==> src/rtl/clock_divider.sv <==
// Free-running tick generator: divides sys_clk into a 1 Hz enable pulse,
// a 2 Hz enable pulse and a 50%-duty blink level, all registered.
module clock_divider #(
  parameter  int CLK_FREQ_HZ = 100_000_000,
  parameter  int TICK_HZ     = 1,
  localparam int DIV         = CLK_FREQ_HZ / TICK_HZ,
  localparam int CW          = $clog2(DIV)
) (
  input  logic          sys_clk,
  input  logic          rst_n,
  output logic          clk_1hz_en,
  output logic          clk_2hz_en,
  output logic          blink,
  output logic [CW-1:0] tick_cnt
);

  localparam int HALF = DIV / 2;

  localparam logic [CW-1:0] CNT_LAST      = CW'(DIV - 1);
  localparam logic [CW-1:0] CNT_PRE_LAST  = CW'(DIV - 2);
  localparam logic [CW-1:0] CNT_PRE_HALF  = CW'(HALF - 2);
  localparam logic [CW-1:0] CNT_HALF      = CW'(HALF);

  // An odd or tiny divider cannot give a 50% blink and two distinct 2 Hz slots.
  if ((DIV < 4) || ((DIV % 2) != 0)) begin : g_bad_div
    $error("clock_divider: DIV=%0d must be even and at least 4", DIV);
  end

  logic [CW-1:0] cnt_q, cnt_d;
  logic          one_q, one_d;
  logic          two_q, two_d;
  logic          blink_q, blink_d;

  always_comb begin
    cnt_d   = (cnt_q == CNT_LAST) ? '0 : cnt_q + 1'b1;
    // Pulses are decoded one count early so they are high while cnt_q sits
    // on the decoded slot (DIV/2-1 and DIV-1).
    one_d   = (cnt_q == CNT_PRE_LAST);
    two_d   = (cnt_q == CNT_PRE_LAST) || (cnt_q == CNT_PRE_HALF);
    blink_d = (cnt_d >= CNT_HALF);
  end

  always_ff @(posedge sys_clk) begin
    if (!rst_n) begin
      cnt_q   <= '0;
      one_q   <= 1'b0;
      two_q   <= 1'b0;
      blink_q <= 1'b0;
    end else begin
      cnt_q   <= cnt_d;
      one_q   <= one_d;
      two_q   <= two_d;
      blink_q <= blink_d;
    end
  end

  assign tick_cnt   = cnt_q;
  assign clk_1hz_en = one_q;
  assign clk_2hz_en = two_q;
  assign blink      = blink_q;

endmodule

==> config.mk <==
export PLATFORM = sky130hd
export DESIGN_NAME = clock_divider
export DESIGN_NICKNAME = d
export VERILOG_FILES = /design/src/rtl/clock_divider.sv
export SDC_FILE = /design/constraint.sdc
export NUM_CORES = 1
export LEC_CHECK = 0
export BUFFER_PORTS_ARGS = -buffer_cell sky130_fd_sc_hd__clkbuf_2
export CORE_MARGIN = 2
export CORE_UTILIZATION = 45
export CTS_CLUSTER_DIAMETER = 100
export DETAILED_ROUTE_END_ITERATION = 8
export GPL_ROUTABILITY_DRIVEN = 0
export PLACE_DENSITY = 0.67
export SKIP_CTS_REPAIR_TIMING = 1
export SLEW_MARGIN = 30
export SYNTH_ARGS = -nofsm -noshare
export SYNTH_HDL_FRONTEND = slang
export SYNTH_SLANG_ARGS = --single-unit
==> constraint.sdc <==
create_clock -name sys_clk -period 3 [get_ports sys_clk]
set_clock_uncertainty 0.05 [all_clocks]
set_input_delay 0.9 -clock sys_clk [delete_from_list [all_inputs] [get_ports sys_clk]]
set_output_delay 0.9 -clock sys_clk [all_outputs]
set_load 0.05 [all_outputs]
-- Word-level counts from Yosys, hierarchy flattened
Cells that the tools add are included.
W data, S select, Z words.
- register bits: 30
- output and inout bits: 30
- $add $sub $neg: 1
- order comparisons: 1
- equal/unequal tests: 3
- mux-type cells: 1
- reductions and logical operators: 1
- operators with widths (kind ; number):
    $eq A27 B27 Y1 const B ; 2
    $add A27 B1 Y27 const B ; 1
    $eq A27 B26 Y1 const B ; 1
    $ge A27 B26 Y1 const B ; 1
    $mux W27 ; 1
    $logic_or A1 B1 Y1 ; 1

-- Depth between registers and ports, before layout
- depth after elaboration: 3
- depth in mapped cells: 9

-- Least setup slack after synthesis
OpenSTA, ideal clock, no wires.
- kind: register to register
- start: register cnt_q[0], in the netlist tick_cnt[0]
- end: register blink_q, in the netlist blink
- setup time: 115 ps
- data arrival time: 2457 ps
- path slack: 377 ps
- cell stages (with the launch flop): 9
- buffers on the path: 0
- clock period less this slack: 2623 ps
- cell sequence: dfxtp_1 -> ha_1 -> nand3_1 -> nor3_1 -> mux2_2 -> o21ai_0 -> a2111o_1 -> o2111ai_1 -> a31o_1
- cells in the longest elaborated chain, start to end: 3
- elaborated cells between the ends (all ways): 4
- those cells by class: add/sub (1); order compare (1); eq/ne (1); mux (1)
- ends and longest elaborated chain (what ; RTL line ; RTL):
    start, declared ; 29 ; logic [CW-1:0] cnt_q, cnt_d;
    start signal, assigned ; 50 ; cnt_q <= cnt_d;
    $add A27 B1 Y27 / $eq A27 B27 Y1 (equally long branches) ; 35 ; cnt_d = (cnt_q == CNT_LAST) ? '0 : cnt_q + 1'b1;
    $mux W27 (*) ; 35 ;
    $ge A27 B26 Y1 (*) ; 40 ; blink_d = (cnt_d >= CNT_HALF);
    end signal, assigned ; 53 ; blink_q <= blink_d;
    end, declared ; 32 ; logic blink_q, blink_d;
Mark *: on every way between the ends. The rest lies on a longest branch, timed or not.
A chain may end at the register's enable or synchronous reset.

-- Worst setup path after layout
Ends and elaborated chain as after synthesis.

==> results.sh <==
export IMPL_min_path_cells=1
export IMPL_rows=22
export IMPL_tritoncts_num_sinks=30
export IMPL_first_iter_violations=128
export IMPL_remaining_drc_errors=0
export IMPL_grt_max_degree=15
export IMPL_clk_transition_reported_paths_ps=60
export IMPL_hp_class="reg -> reg"
export IMPL_ant_nets=0
export IMPL_pre_cts_slack_ps=444
export IMPL_clock_latency_ps=290
export IMPL_dp_hpwl_mm=3.28
export IMPL_io_buffers=31
export IMPL_root_buffer="clkbuf_8"
export IMPL_crit_type="reg -> reg"
export IMPL_die_w_um=66.8
export IMPL_status="complete, no violations"
export IMPL_grt_pass1_vias=1509
export IMPL_p_leak_nw=0.797
export IMPL_regArea_um2=601
export IMPL_vias=1759
export IMPL_final_setup_worst_slack_ps=362
export IMPL_yosysWarningCount=0
export IMPL_synth_edf_count=0
export IMPL_crit_path_max_fanout=7
export IMPL_timing_final_max_slew_violations=0
export IMPL_cp_end_kind="register"
export IMPL_setup_tns_final_ps=0
export IMPL_top_layer="met4"
export IMPL_avgSynthCellArea_um2=8.00
export IMPL_fillCellCount=382
export IMPL_drtPass1Iterations=5
export IMPL_syn_nets=226
export IMPL_final_util_pct=55.4
export IMPL_wl_per_cell_um=15.4
export IMPL_power_density_mw_per_mm2=385
export IMPL_dieArea_mm2=0.00447
export IMPL_slew_headroom_pct=60.2
export IMPL_core_area_mm2=0.00372
export IMPL_finalHoldViolCount=0
export IMPL_min_period_ps=2640
export IMPL_ys_ff_latch=30
export IMPL_cap_violations=0
export IMPL_postLayoutCellArea_mm2=0.00206
export IMPL_tightest_slew_ps=594
export IMPL_synth_seq_area_share_pct=33.8
export IMPL_wl_met2_mm=2.05
export IMPL_fin_crit_sh_pct=87.9
export IMPL_initial_core_util_pct=47.8
export IMPL_drive_above_1_share_pct=20.0
export IMPL_grt_pass1_wl_mm=7.49
export IMPL_clk_path_buf_depth=2
export IMPL_cts_made_buffers=5
export IMPL_syn_inst=222
export IMPL_placed_cell_area_mm2=0.00197
export IMPL_wl_met1_mm=2.21
export IMPL_synth_cell_area_mm2=0.00178
export IMPL_synth_distinct_cells=48
export IMPL_antenna_found_initial=0
export IMPL_multiInputGateArea_mm2=0.00110
export IMPL_cts_tree="built"
export IMPL_synth_ff_type="dfxtp_1"
export IMPL_wl_met3_um=363
export IMPL_syn_to_final_growth_pct=15.8
export IMPL_async_reset_ff_share_pct=0
export IMPL_fin_total_pwr_w=0.000791
export IMPL_wl_mm=4.66
export IMPL_n_antenna_cell=0
export IMPL_worst_ir_drop_vdd_mv=0.224
export IMPL_dieHeight_um=66.8
export IMPL_pin_count=32
export IMPL_cp_arrival_ps=2760
export IMPL_cts_max_level=2
export IMPL_viasPerCell=5.81
export IMPL_nets=258
export IMPL_crit_required_ps=3120
export IMPL_fmax_mhz=379
export IMPL_start_kind="register"
export IMPL_finalSetupViolations=0
export IMPL_grt_use_total_pct=22.4
export IMPL_overflow=0
export IMPL_rsz0062_at_grt="no"
export IMPL_r2r_cells=8
==> metrics by stage <==
| stage | instances | hold slack [ps] |
|---|---|---|
| after floorplan | 222 | 628 |
| after global routing | 303 | 524 |
| after global placement | 295 | 430 |
| after detailed placement | 295 | 441 |
| final | 303 | 451 |
| after CTS | 303 | 463 |
==> synth_stat cells, types with 4 or more instances <==
cell type / n / area share (%)
a21oi_1: 5 / 1.4
nand2_1: 22 / 4.6
buf_2: 6 / 1.7
nand3_1: 11 / 3.1
or3_1: 4 / 1.4
nor2_1: 33 / 7.0
nor3_1: 9 / 2.5
xnor2_1: 8 / 3.9
o21ai_0: 5 / 1.4
xor2_1: 11 / 5.4
nor4_1: 6 / 2.1
dfxtp_1: 30 / 34
or4_1: 4 / 1.7
inv_1: 4 / 0.84
nand4_1: 8 / 2.8
and3_1: 4 / 1.4
a31oi_1: 8 / 2.8
==> sequential cells by signal (all words and copies together) (netlist names) <==
name and cells:
clk_2hz_en 1, clk_1hz_en 1, tick_cnt 27, blink 1
==> path summary, 6_finish.rpt <==
| kind | end | startpoint | slack (ps) |
|---|---|---|---|
| max reg2reg | blink | tick_cnt[0] | 360 |
| min | tick_cnt[0] | tick_cnt[0] | 450 |
| max | blink | tick_cnt[0] | 360 |
| min reg2reg | tick_cnt[0] | tick_cnt[0] | 450 |
==> power by group <==
part	internal (W)	switching [W]
sequential	0.000403	0.00000706
combinational	0.0000107	0.0000321
clock	0.000185	0.000154
total	0.000599	0.000193
==> worst max-delay path: stages, from the launching register on <==
cell	delay, ps
dfxtp_1	420
ha_1	290
nand3_1	230
nor3_1	420
mux2_2	380
o21ai_0	220
a2111o_1	210
o2111ai_1	110
a31o_1	190
==> cells in the final DEF, fill, tap and decap left out, types with 2 or more instances in the layout <==
cell type	n
o21ai_0	5
and4_1	3
or3_1	4
and2_1	3
nor3_1	9
nand2b_1	2
dfxtp_1	30
a311oi_1	2
nand4_1	8
clkbuf_8	6
clkbuf_2	31
ha_1	2
or4_1	4
a21oi_1	5
a31oi_1	8
nor4_1	6
xor2_1	11
a21o_1	2
nor2_1	33
and2_2	2
xnor2_1	8
buf_4	5
inv_1	4
nand2_1	22
nand3b_1	2
nand3_1	11
and3_1	4
==> metal layers <==
| layer | up-vias | global-route usage [%] |
|---|---|---|
| met5 | - | 0 |
| met2 | 78 | 32.6 |
| li1 | 869 | - |
| met3 | 8 | 6.42 |
| met1 | 804 | 32.2 |
| met4 | 0 | 5.61 |
==> cell families after synthesis <==
logic type	after synthesis	synth area share, %
xor+xnor	19	9.37
fa+ha+maj	2	1.41
compound gates	32	12.5
simple gates	122	37.3
mux	2	1.20
buf+inv	15	4.44
flops	30	33.8
==> area by class of cell <==
| cell class | instances | area share, % |
|---|---|---|
| clock inverter | 1 | 0.243 |
| sequential | 30 | 29.2 |
| multi-input combinational | 177 | 53.3 |
| inverter | 4 | 0.730 |
| timing repair buffer | 36 | 9.37 |
| tap | 48 | 2.92 |
| clock buffer | 7 | 4.20 |
Note: power is estimated with default switching activity, not from simulation.
